===== config.mk =====
export PLATFORM = sky130hd
export DESIGN_NAME = spike_time_scheduler
export DESIGN_NICKNAME = d
export VERILOG_FILES = /design/src/rtl/spike_time_scheduler_pkg.sv /design/src/rtl/spike_time_scheduler_spike_generation.sv /design/src/rtl/spike_time_scheduler.sv
export SDC_FILE = /design/constraint.sdc
export NUM_CORES = 1
export LEC_CHECK = 0
export CAP_MARGIN = 20
export CORE_MARGIN = 8
export CORE_UTILIZATION = 47
export DETAILED_ROUTE_END_ITERATION = 12
export PLACE_DENSITY = 0.86
export SETUP_SLACK_MARGIN = 0.05
export SKIP_CTS_REPAIR_TIMING = 1
export SYNTH_ARGS = -nofsm -noshare
export SYNTH_HDL_FRONTEND = slang
export SYNTH_SLANG_ARGS = --single-unit

===== constraint.sdc =====
create_clock -name clk -period 1.54 [get_ports clk]
set_input_delay 0.308 -clock clk [delete_from_list [all_inputs] [get_ports clk]]
set_output_delay 0.308 -clock clk [all_outputs]
set_load 0.03 [all_outputs]

===== src/rtl/spike_time_scheduler_pkg.sv =====
// Shared definitions for the spike time scheduler: window length default and FSM states.
`ifndef TIME_PERIOD_DFLT
`define TIME_PERIOD_DFLT 8
`endif

package spike_time_scheduler_pkg;

  localparam int unsigned TIME_PERIOD_DEFAULT = `TIME_PERIOD_DFLT;

  // Counter width; never below 1 so degenerate windows still elaborate.
  function automatic int unsigned tw_of(input int unsigned period);
    return (period > 1) ? $clog2(period) : 1;
  endfunction

  typedef enum logic {
    IDLE = 1'b0,
    RUN  = 1'b1
  } sched_state_t;

endpackage


===== src/rtl/spike_time_scheduler_spike_generation.sv =====
// Per-channel spike decision: fires while the current time step is below the programmed time.
module spike_generation #(
  parameter int unsigned TW = 3
) (
  input  logic          should_spike_i,
  input  logic [TW-1:0] spike_time_i,
  input  logic [TW-1:0] time_val_i,
  output logic          spike_o
);

  assign spike_o = should_spike_i && (spike_time_i > time_val_i);

endmodule


===== src/rtl/spike_time_scheduler.sv =====
// Accepts one sample of per-channel spike times and replays it as TIME_PERIOD output beats.
module spike_time_scheduler
  import spike_time_scheduler_pkg::*;
#(
  parameter  int unsigned NUM_INPUTS  = 4,
  parameter  int unsigned TIME_PERIOD = TIME_PERIOD_DEFAULT,
  localparam int unsigned TW          = tw_of(TIME_PERIOD)
) (
  input  logic                     clk,
  input  logic                     rst,
  input  logic                     in_valid,
  output logic                     in_ready,
  input  logic [NUM_INPUTS-1:0]    in_should_spike,
  input  logic [NUM_INPUTS*TW-1:0] in_spike_time,
  output logic                     out_valid,
  input  logic                     out_ready,
  output logic [TW-1:0]            out_time,
  output logic [NUM_INPUTS-1:0]    out_spikes,
  output logic                     out_last,
  output logic                     busy
);

  localparam logic [TW-1:0] LAST_STEP = TW'(TIME_PERIOD - 1);

  sched_state_t                state_q, state_d;
  logic [TW-1:0]               cnt_q, cnt_d;
  logic [NUM_INPUTS-1:0]       ss_q, ss_d;
  logic [NUM_INPUTS*TW-1:0]    st_q, st_d;
  logic [NUM_INPUTS-1:0]       spikes_raw;
  logic                        run;

  always_ff @(posedge clk) begin
    if (rst) begin
      state_q <= IDLE;
      cnt_q   <= '0;
      ss_q    <= '0;
      st_q    <= '0;
    end else begin
      state_q <= state_d;
      cnt_q   <= cnt_d;
      ss_q    <= ss_d;
      st_q    <= st_d;
    end
  end

  always_comb begin
    state_d   = state_q;
    cnt_d     = cnt_q;
    ss_d      = ss_q;
    st_d      = st_q;
    in_ready  = 1'b0;
    out_valid = 1'b0;
    busy      = 1'b0;
    case (state_q)
      IDLE: begin
        in_ready = 1'b1;
        if (in_valid) begin
          ss_d    = in_should_spike;
          st_d    = in_spike_time;
          cnt_d   = '0;
          state_d = RUN;
        end
      end
      RUN: begin
        out_valid = 1'b1;
        busy      = 1'b1;
        // Wrap on the window length, not the counter's natural range.
        if (out_ready) begin
          if (cnt_q == LAST_STEP) begin
            cnt_d   = '0;
            state_d = IDLE;
          end else begin
            cnt_d = cnt_q + TW'(1);
          end
        end
      end
      default: state_d = IDLE;
    endcase
  end

  for (genvar i = 0; i < NUM_INPUTS; i++) begin : g_chan
    spike_generation #(
      .TW(TW)
    ) u_spike_generation (
      .should_spike_i (ss_q[i]),
      .spike_time_i   (st_q[i*TW +: TW]),
      .time_val_i     (cnt_q),
      .spike_o        (spikes_raw[i])
    );
  end

  assign run        = (state_q == RUN);
  assign out_time   = run ? cnt_q : '0;
  assign out_spikes = run ? spikes_raw : '0;
  assign out_last   = run && (cnt_q == LAST_STEP);

endmodule


==> impl_metrics.env <==
export IMPL_hold_ws_ns=0.480
export IMPL_synth_area_leader_cell="dfxtp_1"
export IMPL_area_growth_pct=66.1
export IMPL_startpoint_type="flop"
export IMPL_timing_final_ws_setup_ns=-0.464
export IMPL_syn_area_sq_um=1100
export IMPL_ios=31
export IMPL_die_height_microns=64.4
export IMPL_antenna_found_initial=0
export IMPL_rsz0062_at_grt="yes"
export IMPL_grt_max_degree=17
export IMPL_diodes=0
export IMPL_syn_avg_cell_area_sq_um=8.29
export IMPL_routed_wl_microns=3620
export IMPL_cp_arrival_ns=1.70
export IMPL_firstDrtPassIters=5
export IMPL_cts_inserted_buffers=3
export IMPL_seqPwrFrac=0.421
export IMPL_nets=210
export IMPL_synth_seq_area_share=0.363
export IMPL_cts_tree="yes"
export IMPL_multi_input_area_sq_um=835
export IMPL_setup_viol=5
export IMPL_switching_share=0.269
export IMPL_worst_pin_slew_ns=0.326
export IMPL_crit_path_max_fanout=5
export IMPL_rows=17
export IMPL_fin_crit_sh=1.30
export IMPL_clk_latency_ns=0.31
export IMPL_regToRegStartpoint="run"
export IMPL_ys_ff_latch=20
export IMPL_maxCapViolCount=0
export IMPL_drv_slew=0
export IMPL_die_x_microns=64.4
export IMPL_post_dp_hpwl_microns=2060
export IMPL_overflow=0
export IMPL_p_int_uw=990
export IMPL_yosys_top_cells_area="dfxtp_1 36%, ha_1 16%, nand2_1 11%, a21oi_2 7.9%, nor2_1 3.7%"
export IMPL_max_freq_mhz=499
export IMPL_yosysTopAreaCellShare=0.363
export IMPL_p_comb_frac=0.254
export IMPL_path_class="reg -> out"
export IMPL_grt_pass1_wl_microns=4620
export IMPL_critPathCaptureType="primary output"
export IMPL_ir_drop_mv=0.737
export IMPL_synth_cells=133
export IMPL_via_per_inst=5.54
export IMPL_slew_headroom=0.776
export IMPL_finClkSkew_ns=0.00160
export IMPL_track_usage=0.137
export IMPL_clkTransAtPathRegs_ns=0.12
export IMPL_total_power_uw=1350
export IMPL_final_setup_tns_ns=-1.61
export IMPL_min_path_type="reg -> reg"
export IMPL_synth_cell_type_count=20
export IMPL_critPathCapture="out_spikes[1]"
export IMPL_synth_warnings=0
export IMPL_clock_sinks=20
export IMPL_start_util=0.498
export IMPL_p_leak_uw=0.000747
export IMPL_port_buffers=30
export IMPL_h_tree_depth=1
export IMPL_violations="setup timing"
export IMPL_p_per_area_nw_per_um2=740
export IMPL_wl_per_cell_microns=17.8
export IMPL_post_route_util=0.827
export IMPL_netSwitchingPower_uw=365
export IMPL_timing_final_hold_violations=0
export IMPL_dieArea_sq_um=4150
export IMPL_required_ns=1.23
export IMPL_ant_nets=0
export IMPL_final_common_cell="nand2_1"
export IMPL_rr_endpoint="st_q[10]"
export IMPL_clkPwrFrac=0.325
export IMPL_run_status="complete, but fails checks"
export IMPL_cts_root_buf="clkbuf_4"
export IMPL_clock_path_buffers=2
export IMPL_pre_cts_slack_ns=-0.0149
export IMPL_drc=0
export IMPL_post_route_min_period_ns=2.00
export IMPL_vias=1124
export IMPL_ff_latch_area_sq_um=408
export IMPL_gp_congestion=0.800
export IMPL_core_sq_um=2210
export IMPL_crit_start="cnt_q[2]"
export IMPL_grt_pass1_vias=1132
export IMPL_ff2ff_path_depth=7
export IMPL_rrSetupSlack_ns=0.06
export IMPL_drt_iter0_drc=54
export IMPL_drive_gt1_frac=0.429
export IMPL_synthesis_nets=167
export IMPL_fillers=130
export IMPL_layout_common_cells="32 x nand2_1, 19 x clkdlybuf4s50_1, 16 x dfxtp_1"
worst max-delay path, cell delays in order, from the launching register on:
cell and delay (ns):
dfxtp_2 0.38, inv_4 0.08, ha_1 0.32, nand3_1 0.10
o2111ai_1 0.17, nor2_2 0.18, buf_6 0.15
registers in the layout (all words and copies together), names as in the netlist:
signal and cells:
cnt_q 3, run 1, ss_q 4, st_q 12
synth_stat cells:
library cell	instances
nand2_1	32
dfxtp_1	20
ha_1	14
nor2_1	11
a21oi_2	10
inv_1	7
a21oi_1	6
nor2b_1	5
nand3_1	4
nor3_1	4
o2111ai_1	4
a32oi_1	3
buf_4	3
and2_1	2
buf_2	2
clkbuf_1	2
a311oi_1	1
buf_6	1
mux2i_1	1
nand2b_1	1
layout make-up:
type | instances | share of cell area
multi-input combinational | 98 | 0.456
sequential | 20 | 0.223
clock inverter | 1 | 0.0164
clock buffer | 3 | 0.0123
tap | 28 | 0.0191
timing repair buffer | 46 | 0.253
inverter | 7 | 0.0205
cells by family (layout without fill, tap and decap cells):
logic type	Yosys count	count (layout)	synth area share
and+or+nand+nor	59	59	0.228
buffers and inverters	15	57	0.0704
AOI/OAI and AO/OA	24	24	0.170
DFF	20	20	0.363
adders and majority gates	14	14	0.159
muxes	1	1	0.00908
power groups by stage:
stage                     logic, uW  clock network [uW]  registers (uW)
final                           343                 441             571
after global routing            368                 468             574
after CTS                       246                 445             562
after detailed placement        244                   0             574
after global placement          234                   0             573
after floorplan                 144                   0             575
metal layers:
layer | track usage | wire [microns] | up-vias
met5 | 0 | 0 | -
met3 | 0.0464 | 264 | 9
li1 | - | - | 536
met2 | 0.262 | 1910 | 49
met4 | 0.0572 | 80 | 0
met1 | 0.131 | 1360 | 530
metrics by stage:
step / area [sq um] / instances
4_1_cts: 1510 / 195
2_1_floorplan: 1130 / 133
3_3_place_gp: 1460 / 191
3_5_place_dp: 1460 / 191
5_1_grt: 1830 / 203
6_report: 1830 / 203
worst min path at each step:
stage                          from  endpoint  depth (start not counted)
after floorplan           out_ready       run                          1
after global placement      ss_q[3]   ss_q[3]                          2
after detailed placement    st_q[0]   st_q[0]                          2
after CTS                   st_q[0]   st_q[0]                          2
after global routing        ss_q[3]   ss_q[3]                          2
final                       ss_q[1]   ss_q[1]                          2
No activity file was read; power rests on OpenSTA's default activity.
